## config.mk

```make
export PLATFORM = sky130hd
export DESIGN_NAME = count_bcd_converter
export DESIGN_NICKNAME = d
export VERILOG_FILES = /design/src/rtl/count_bcd_converter.sv
export SDC_FILE = /design/constraint.sdc
export NUM_CORES = 1
export LEC_CHECK = 0
export BUFFER_PORTS_ARGS = -buffer_cell sky130_fd_sc_hd__buf_2
export CAP_MARGIN = 20
export CORE_MARGIN = 4
export CORE_UTILIZATION = 51
export CTS_BUF_LIST = sky130_fd_sc_hd__clkbuf_8
export DETAILED_ROUTE_END_ITERATION = 12
export PLACE_DENSITY = 0.73
export RECOVER_POWER = 25
export SLEW_MARGIN = 20
export SYNTH_ARGS = -nofsm -noshare
export SYNTH_HDL_FRONTEND = slang
export SYNTH_SLANG_ARGS = --single-unit
```

## constraint.sdc

```tcl
create_clock -name clk -period 2.67 [get_ports clk]
set_input_delay 0 -clock clk [delete_from_list [all_inputs] [get_ports clk]]
set_output_delay 0 -clock clk [all_outputs]
set_load 0.01 [all_outputs]
```

## src/rtl/count_bcd_converter.sv

```systemverilog
// -----------------------------------------------------------------------------
// count_bcd_converter
//   Serial binary-to-BCD converter (shift-add-3 / double-dabble), one bit per
//   clock, sitting between the 10..40 range counter and the digit display
//   driver. Valid/ready handshake on both sides.
//
//   Optional feature macro: BCD_RANGE_FLAG_EN
//     defined   : adds RANGE_LO/RANGE_HI parameters and the range_err output,
//                 flagging counts outside RANGE_LO..RANGE_HI; presented with
//                 bcd_out.
//     undefined : no range_err port, no compare logic.
//
// Ports
//   clk        in   1          clock, all state on posedge
//   rst        in   1          synchronous, active-low reset
//   in_valid   in   1          bin_in is valid
//   in_ready   out  1          converter can accept bin_in (IDLE only)
//   bin_in     in   WIDTH      binary count
//   out_valid  out  1          bcd_out holds a completed conversion
//   out_ready  in   1          consumer takes bcd_out
//   bcd_out    out  4*DIGITS   packed BCD, digit 0 in [3:0]
//   range_err  out  1          (BCD_RANGE_FLAG_EN only) count out of range
// -----------------------------------------------------------------------------
module count_bcd_converter #(
    parameter int unsigned WIDTH    = 8,
    parameter int unsigned DIGITS   = 3
`ifdef BCD_RANGE_FLAG_EN
    ,
    parameter int unsigned RANGE_LO = 10,
    parameter int unsigned RANGE_HI = 40
`endif
) (
    input  logic                clk,
    input  logic                rst,
    input  logic                in_valid,
    output logic                in_ready,
    input  logic [WIDTH-1:0]    bin_in,
    output logic                out_valid,
    input  logic                out_ready,
    output logic [4*DIGITS-1:0] bcd_out
`ifdef BCD_RANGE_FLAG_EN
    ,
    output logic                range_err
`endif
);

    localparam int unsigned BCD_W = 4 * DIGITS;
    localparam int unsigned TOT_W = BCD_W + WIDTH;
    localparam int unsigned CNT_W = $clog2(WIDTH + 1);

    typedef enum logic [1:0] {
        S_IDLE  = 2'd0,
        S_SHIFT = 2'd1,
        S_DONE  = 2'd2
    } state_t;

    state_t             state;
    // Working register: BCD accumulator in the upper BCD_W bits, binary below.
    logic [TOT_W-1:0]   sr;
    logic [CNT_W-1:0]   bit_cnt;
    logic [BCD_W-1:0]   bcd_adj;
    logic [TOT_W-1:0]   sr_next;

`ifdef BCD_RANGE_FLAG_EN
    // Flag computed at acceptance, held until the result is published.
    logic               range_pend;
    logic               range_hit_c;

    assign range_hit_c = (bin_in < WIDTH'(RANGE_LO)) || (bin_in > WIDTH'(RANGE_HI));
`endif

    // One double-dabble step: add 3 to each digit >= 5 (no inter-digit carry),
    // then shift the whole {bcd, bin} register left by one.
    always_comb begin
        bcd_adj = '0;
        for (int d = 0; d < int'(DIGITS); d++) begin
            if (sr[WIDTH + 4*d +: 4] >= 4'd5) begin
                bcd_adj[4*d +: 4] = sr[WIDTH + 4*d +: 4] + 4'd3;
            end else begin
                bcd_adj[4*d +: 4] = sr[WIDTH + 4*d +: 4];
            end
        end
        sr_next = {bcd_adj, sr[WIDTH-1:0]} << 1;
    end

    // Control FSM and registered outputs.
    always_ff @(posedge clk) begin
        if (!rst) begin
            state      <= S_IDLE;
            sr         <= '0;
            bit_cnt    <= '0;
            in_ready   <= 1'b0;
            out_valid  <= 1'b0;
            bcd_out    <= '0;
`ifdef BCD_RANGE_FLAG_EN
            range_pend <= 1'b0;
            range_err  <= 1'b0;
`endif
        end else begin
            case (state)
                S_IDLE: begin
                    if (in_valid && in_ready) begin
                        sr         <= {BCD_W'(0), bin_in};
                        bit_cnt    <= CNT_W'(WIDTH);
                        in_ready   <= 1'b0;
                        state      <= S_SHIFT;
`ifdef BCD_RANGE_FLAG_EN
                        range_pend <= range_hit_c;
`endif
                    end else begin
                        in_ready   <= 1'b1;
                    end
                end

                S_SHIFT: begin
                    sr      <= sr_next;
                    bit_cnt <= bit_cnt - CNT_W'(1);
                    // Last shift: publish the finished digits in one step.
                    if (bit_cnt == CNT_W'(1)) begin
                        bcd_out   <= sr_next[TOT_W-1:WIDTH];
                        out_valid <= 1'b1;
                        state     <= S_DONE;
`ifdef BCD_RANGE_FLAG_EN
                        range_err <= range_pend;
`endif
                    end
                end

                S_DONE: begin
                    if (out_valid && out_ready) begin
                        out_valid <= 1'b0;
                        in_ready  <= 1'b1;
                        state     <= S_IDLE;
                    end
                end

                default: begin
                    state     <= S_IDLE;
                    in_ready  <= 1'b0;
                    out_valid <= 1'b0;
                end
            endcase
        end
    end

endmodule

```

Yosys cells after proc, flatten, opt, wreduce, memory -nomap -nowiden
Cells that the tools add are included.
{"block": "totals", "elab_cells": 47, "ff_bits": 40, "input_bits": 12, "output_inout_bits": 14}
{"block": "op_classes", "eq_ne": 6, "add_sub_neg": 4, "muxes": 17, "n_bitwise": 2, "n_reduce_logical": 9, "order_cmp": 3}
{"cell": "case mux 20 bit (2 select lines)", "n": 1}
{"cell": "two-way mux 20 bit", "n": 1}
{"cell": "greater-or-equal comparator 4 x 3 -> 1 bit, second input constant", "n": 3}
{"cell": "two-way mux 4 bit", "n": 3}
{"cell": "adder 4 x 2 -> 4 bit, second input constant", "n": 2}
{"cell": "case mux 4 bit (2 select lines)", "n": 1}
{"cell": "two-way mux 2 bit", "n": 3}
{"cell": "!= test 2 bit, second input constant", "n": 3}
{"cell": "case mux 1 bit (3 select lines)", "n": 2}
{"cell": "case mux 2 bit (3 select lines)", "n": 1}
{"cell": "AND reduction 2 bit", "n": 3}
{"cell": "AND reduction 3 bit", "n": 2}
{"cell": "== test 4 x 1 -> 1 bit, second input constant", "n": 1}
{"cell": "two-way mux 1 bit", "n": 4}
{"cell": "subtractor 4 x 1 -> 4 bit, second input constant", "n": 1}
{"cell": "adder 3 x 2 -> 3 bit, second input constant", "n": 1}
{"cell": "two-way mux 3 bit", "n": 1}
{"cell": "== test 2 x 1 -> 1 bit, second input constant", "n": 1}
{"cell": "== test 2 bit, second input constant", "n": 1}
{"cell": "logical AND 1 bit", "n": 2}
{"cell": "logical NOT 2 bit", "n": 1}
{"cell": "NOT 1 bit", "n": 2}
{"cell": "nonzero test 2 bit", "n": 1}

Longest topological paths before layout
{"block": "depth", "depth_word": 3, "mapped_depth": 6}

Least setup slack after synthesis
No wires, ideal clock.
{"block": "synth_path", "kind": "flip-flop to flip-flop", "startpoint": "register sr[8]", "endpoint": "register bcd_out[2]", "arrival_time_ns": 1.390, "period_less_slack_ns": 1.464, "setup_time_ns": 0.075, "path_buffers": 0, "setup_slack_ns": 1.206, "required_time_ns": 2.595, "stages_incl_launch_ff": 7, "path_cell_list": "dfxtp_1 inv_1 ha_1 nand2b_1 a21oi_1 mux2_2 o22ai_1"}
{"block": "synth_between", "elab_chain_cells": 2, "word_cells_on_any_way": 3}
{"item": "start: declaration", "line_no": "59", "rtl": "logic [TOT_W-1:0] sr;"}
{"item": "start signal: assignment", "line_no": "103", "rtl": "sr <= {BCD_W'(0), bin_in};"}
{"item": "start signal: assignment", "line_no": "116", "rtl": "sr <= sr_next;"}
{"item": "adder 4 x 2 -> 4 bit / greater-or-equal comparator 4 x 3 -> 1 bit (equally long branches)", "line_no": "78, 77"}
{"item": "two-way mux 4 bit (*)", "line_no": "77", "rtl": "if (sr[WIDTH + 4*d +: 4] >= 4'd5) begin"}
{"item": "end signal: assignment", "line_no": "120", "rtl": "bcd_out <= sr_next[TOT_W-1:WIDTH];"}
{"item": "end: declaration", "line_no": "40", "rtl": "output logic [4*DIGITS-1:0] bcd_out"}
Every way passes the cells marked *; elsewhere a longest branch is shown, timed or not.
A chain may end at the register's enable or synchronous reset.

Worst setup path after layout
{"block": "layout_path", "startpoint": "register state[0]", "endpoint": "register bcd_out[2]"}
{"block": "layout_between", "elab_chain_cells": 2}
{"item": "start: declaration", "line_no": "57", "rtl": "state_t state;"}
{"item": "start signal: assignment", "line_no": "89", "rtl": "state <= S_IDLE;"}
{"item": "start signal: assignment", "line_no": "106", "rtl": "state <= S_SHIFT;"}
{"item": "start signal: assignment", "line_no": "122", "rtl": "state <= S_DONE;"}
{"item": "== test 2 x 1 -> 1 bit", "line_no": "100", "rtl": "case (state)"}
{"item": "AND reduction 2 bit (no source line)"}
No other way between the ends.

==> impl_metrics.yaml <==
outcome:
  status: "completed"
clock_tree:
  numCtsBuffers: 5
  clk_pin_slew_ns: 0.08
  ctsResizeCount: 0
  htreeDepth: 2
  cts_tree: "done"
  cts-hold-fix-buffers: 0
  clock_latency_ns: 0.30
  cts_setup_buffers: 0
  root_buffer: "clkbuf_8"
  cts.sinks: 40
  clockBufferDepth: 2
synthesis:
  synth.most_common_cell: "dfxtp_1"
  synth_common_cells: "dfxtp_1, nand2_1, a21oi_1"
  synthArstFlopShare_pct: 0
  yosysSeqAreaShare_pct: 41.4
  synth_edf_count: 0
  netlist.area_leader.share_pct: 41.4
  yosys_warnings: 0
  synth_flop_cell: "dfxtp_1"
  syn_inst: 216
  yosys.area.top_type: "dfxtp_1"
  syn-cell-area_um2: 1930
  synth-seq-cells: 40
  syn-num-nets: 236
  synth_cell_type_count: 42
  yosys-top-cells-area: "dfxtp_1, nand2_1, ha_1, o211a_1, o22ai_1"
  syn_avg_cell_area_um2: 8.95
global_route:
  grt-ovfl-total: 0
  grt_pass1_vias: 1431
  grt_use_total_pct: 16.4
  grt_pass1_wl_mm: 6.45
  antenna_found_initial: 0
  grt_max_degree: 43
final_layout:
  regArea_um2: 801
  fill_cells: 342
  syn2layout_area_growth_pct: 8.74
  diodes: 0
  multi_input_area_um2: 1020
  drive_gt1_share_pct: 12.7
  finalNetCount: 256
  layout.core_utilization_pct: 57.4
pwr:
  power_w: 0.00115
  p_per_area_nw_per_um2: 546
  peakVddDrop_mv: 0.312
  p_leak_nw: 0.836
timing:
  max_slew_margin_pct: 54.8
  post-route-period-util_pct: 65.6
  clock_skew_ns: 0.0104
  tightest_slew_ns: 0.678
  hold_viol: 0
  fmax_ghz: 0.571
  setup_viol: 0
  tns_ns: 0
  slew_viol_final: 0
  min_period_ns: 1.75
  grt_setup_unrepaired: "false"
critical_path:
  worstPathMaxFanout: 19
  crit_buf_inv: 0
  crit_cells: 4
  crit_family: "simple AND/OR/NAND/NOR gates"
  critPathLaunchType: "register"
  required_ns: 2.88
  crit_arrival_ns: 1.97
  path_cells: "nand4bb_4 > nor2_4 > nand2_1 > o22ai_1"
  cpPeakStageDelay_ns: 0.63
  slowest_stage: "dfxtp_1"
  endpoint_kind: "register"
  worstSetupPathType: "reg2reg"
  ff2ff_path_depth: 4
placed_design:
  place.gp.congestion: 0.828
  numPortBuffers: 25
  dpl.hpwl_mm: 2.44
drt:
  drc: 0
  wirelength_mm: 3.64
  firstDrtPassIters: 4
  ant_nets: 0
  drt_iter0_drc: 83
  vias: 1540
  avgViaCountPerCell: 5.42
  wl_per_cell_um: 12.8
die:
  design.core.area_um2: 3660
  chipHeight_um: 69.6
  dieArea_um2: 4840
  die_w_um: 69.6
  rows: 22
  io_pins: 26
  start_util_pct: 52.8
run:
  cap_violations: 0
min_path:
  hold_class: "in2reg"
  worst_hold_path.num_cells: 4
power breakdown:
group / internal (W) / switching [W] / leakage, nW / total, W
registers: 0.000621 / 0.0000239 / 0.325 / 0.000645
clock network: 0.000174 / 0.000199 / 0.0452 / 0.000373
logic: 0.0000543 / 0.0000745 / 0.466 / 0.000129
state kept, by name, summed over array words and instances (netlist names):
name / cells
in_ready: 1
out_valid: 1
state: 2
bcd_out: 12
bit_cnt: 4
sr: 20
cells in the final DEF (no fill, tap or decap), drive strengths merged, types with 8 or more instances in the layout:
master  instances
nand2          35
clkbuf         18
buf            12
ha              8
dfxtp          40
nand3          10
inv            10
o211a           9
a21oi          18
o21ai          12
o22ai          14
through the flow:
stage / std cells / setup slack [ns] / instance area, um^2 / hold slack, ns
3_3_place_gp: 277 / 1.00 / 2040 / 0.346
5_1_grt: 284 / 0.736 / 2100 / 0.0601
4_1_cts: 284 / 0.898 / 2120 / 0.0419
2_1_floorplan: 216 / 1.21 / 1930 / 0.170
6_report: 284 / 0.919 / 2100 / 0.0439
3_5_place_dp: 277 / 0.931 / 2040 / 0.352
worst min-delay path: cells and delay by family:
family	cells	cell delay [ns]
AOI/OAI and AO/OA	1	0.13
and+or+nand+nor	2	0.11
buffers and inverters	1	0.07
layout make-up:
class                           instances  share of cell area [%]
Timing Repair Buffer                   25                    5.18
Inverter                                9                    1.61
Clock buffer                            5                    3.27
Clock inverter                          2                   0.417
Tap cell                               48                    2.86
Multi-Input combinational cell        155                    48.6
Sequential cell                        40                    38.1
cell families (layout without fill, tap and decap cells):
| logic type | count (synthesis) | in the layout | synth area share, % |
|---|---|---|---|
| AOI/OAI and AO/OA | 61 | 61 | 20.3 |
| xor gates and xnor gates | 3 | 3 | 1.36 |
| buffers and inverters | 21 | 41 | 5.76 |
| DFF | 40 | 40 | 41.4 |
| and+or+nand+nor | 79 | 79 | 23.8 |
| muxes | 4 | 4 | 2.27 |
| adders and majority gates | 8 | 8 | 5.18 |
layer usage:
layer | global-route usage, % | routed length [um] | up-vias
met5 | 0 | 0 | -
met4 | 8.46 | 85 | 0
met3 | 3.33 | 146 | 8
met2 | 25.5 | 1650 | 27
met1 | 21.4 | 1750 | 706
li1 | - | - | 799
final timing paths:
path                       startpoint                  endpoint  slack (ns)
max             state[0]$_SDFFE_PN0P_   bcd_out[2]$_SDFFE_PN0P_        0.92
min                         bin_in[3]        sr[3]$_SDFFE_PN0P_        0.04
max reg2reg     state[0]$_SDFFE_PN0P_   bcd_out[2]$_SDFFE_PN0P_        0.92
min reg2reg  bcd_out[10]$_SDFFE_PN0P_  bcd_out[10]$_SDFFE_PN0P_        0.47
Note: power is estimated with default switching activity, not from simulation.
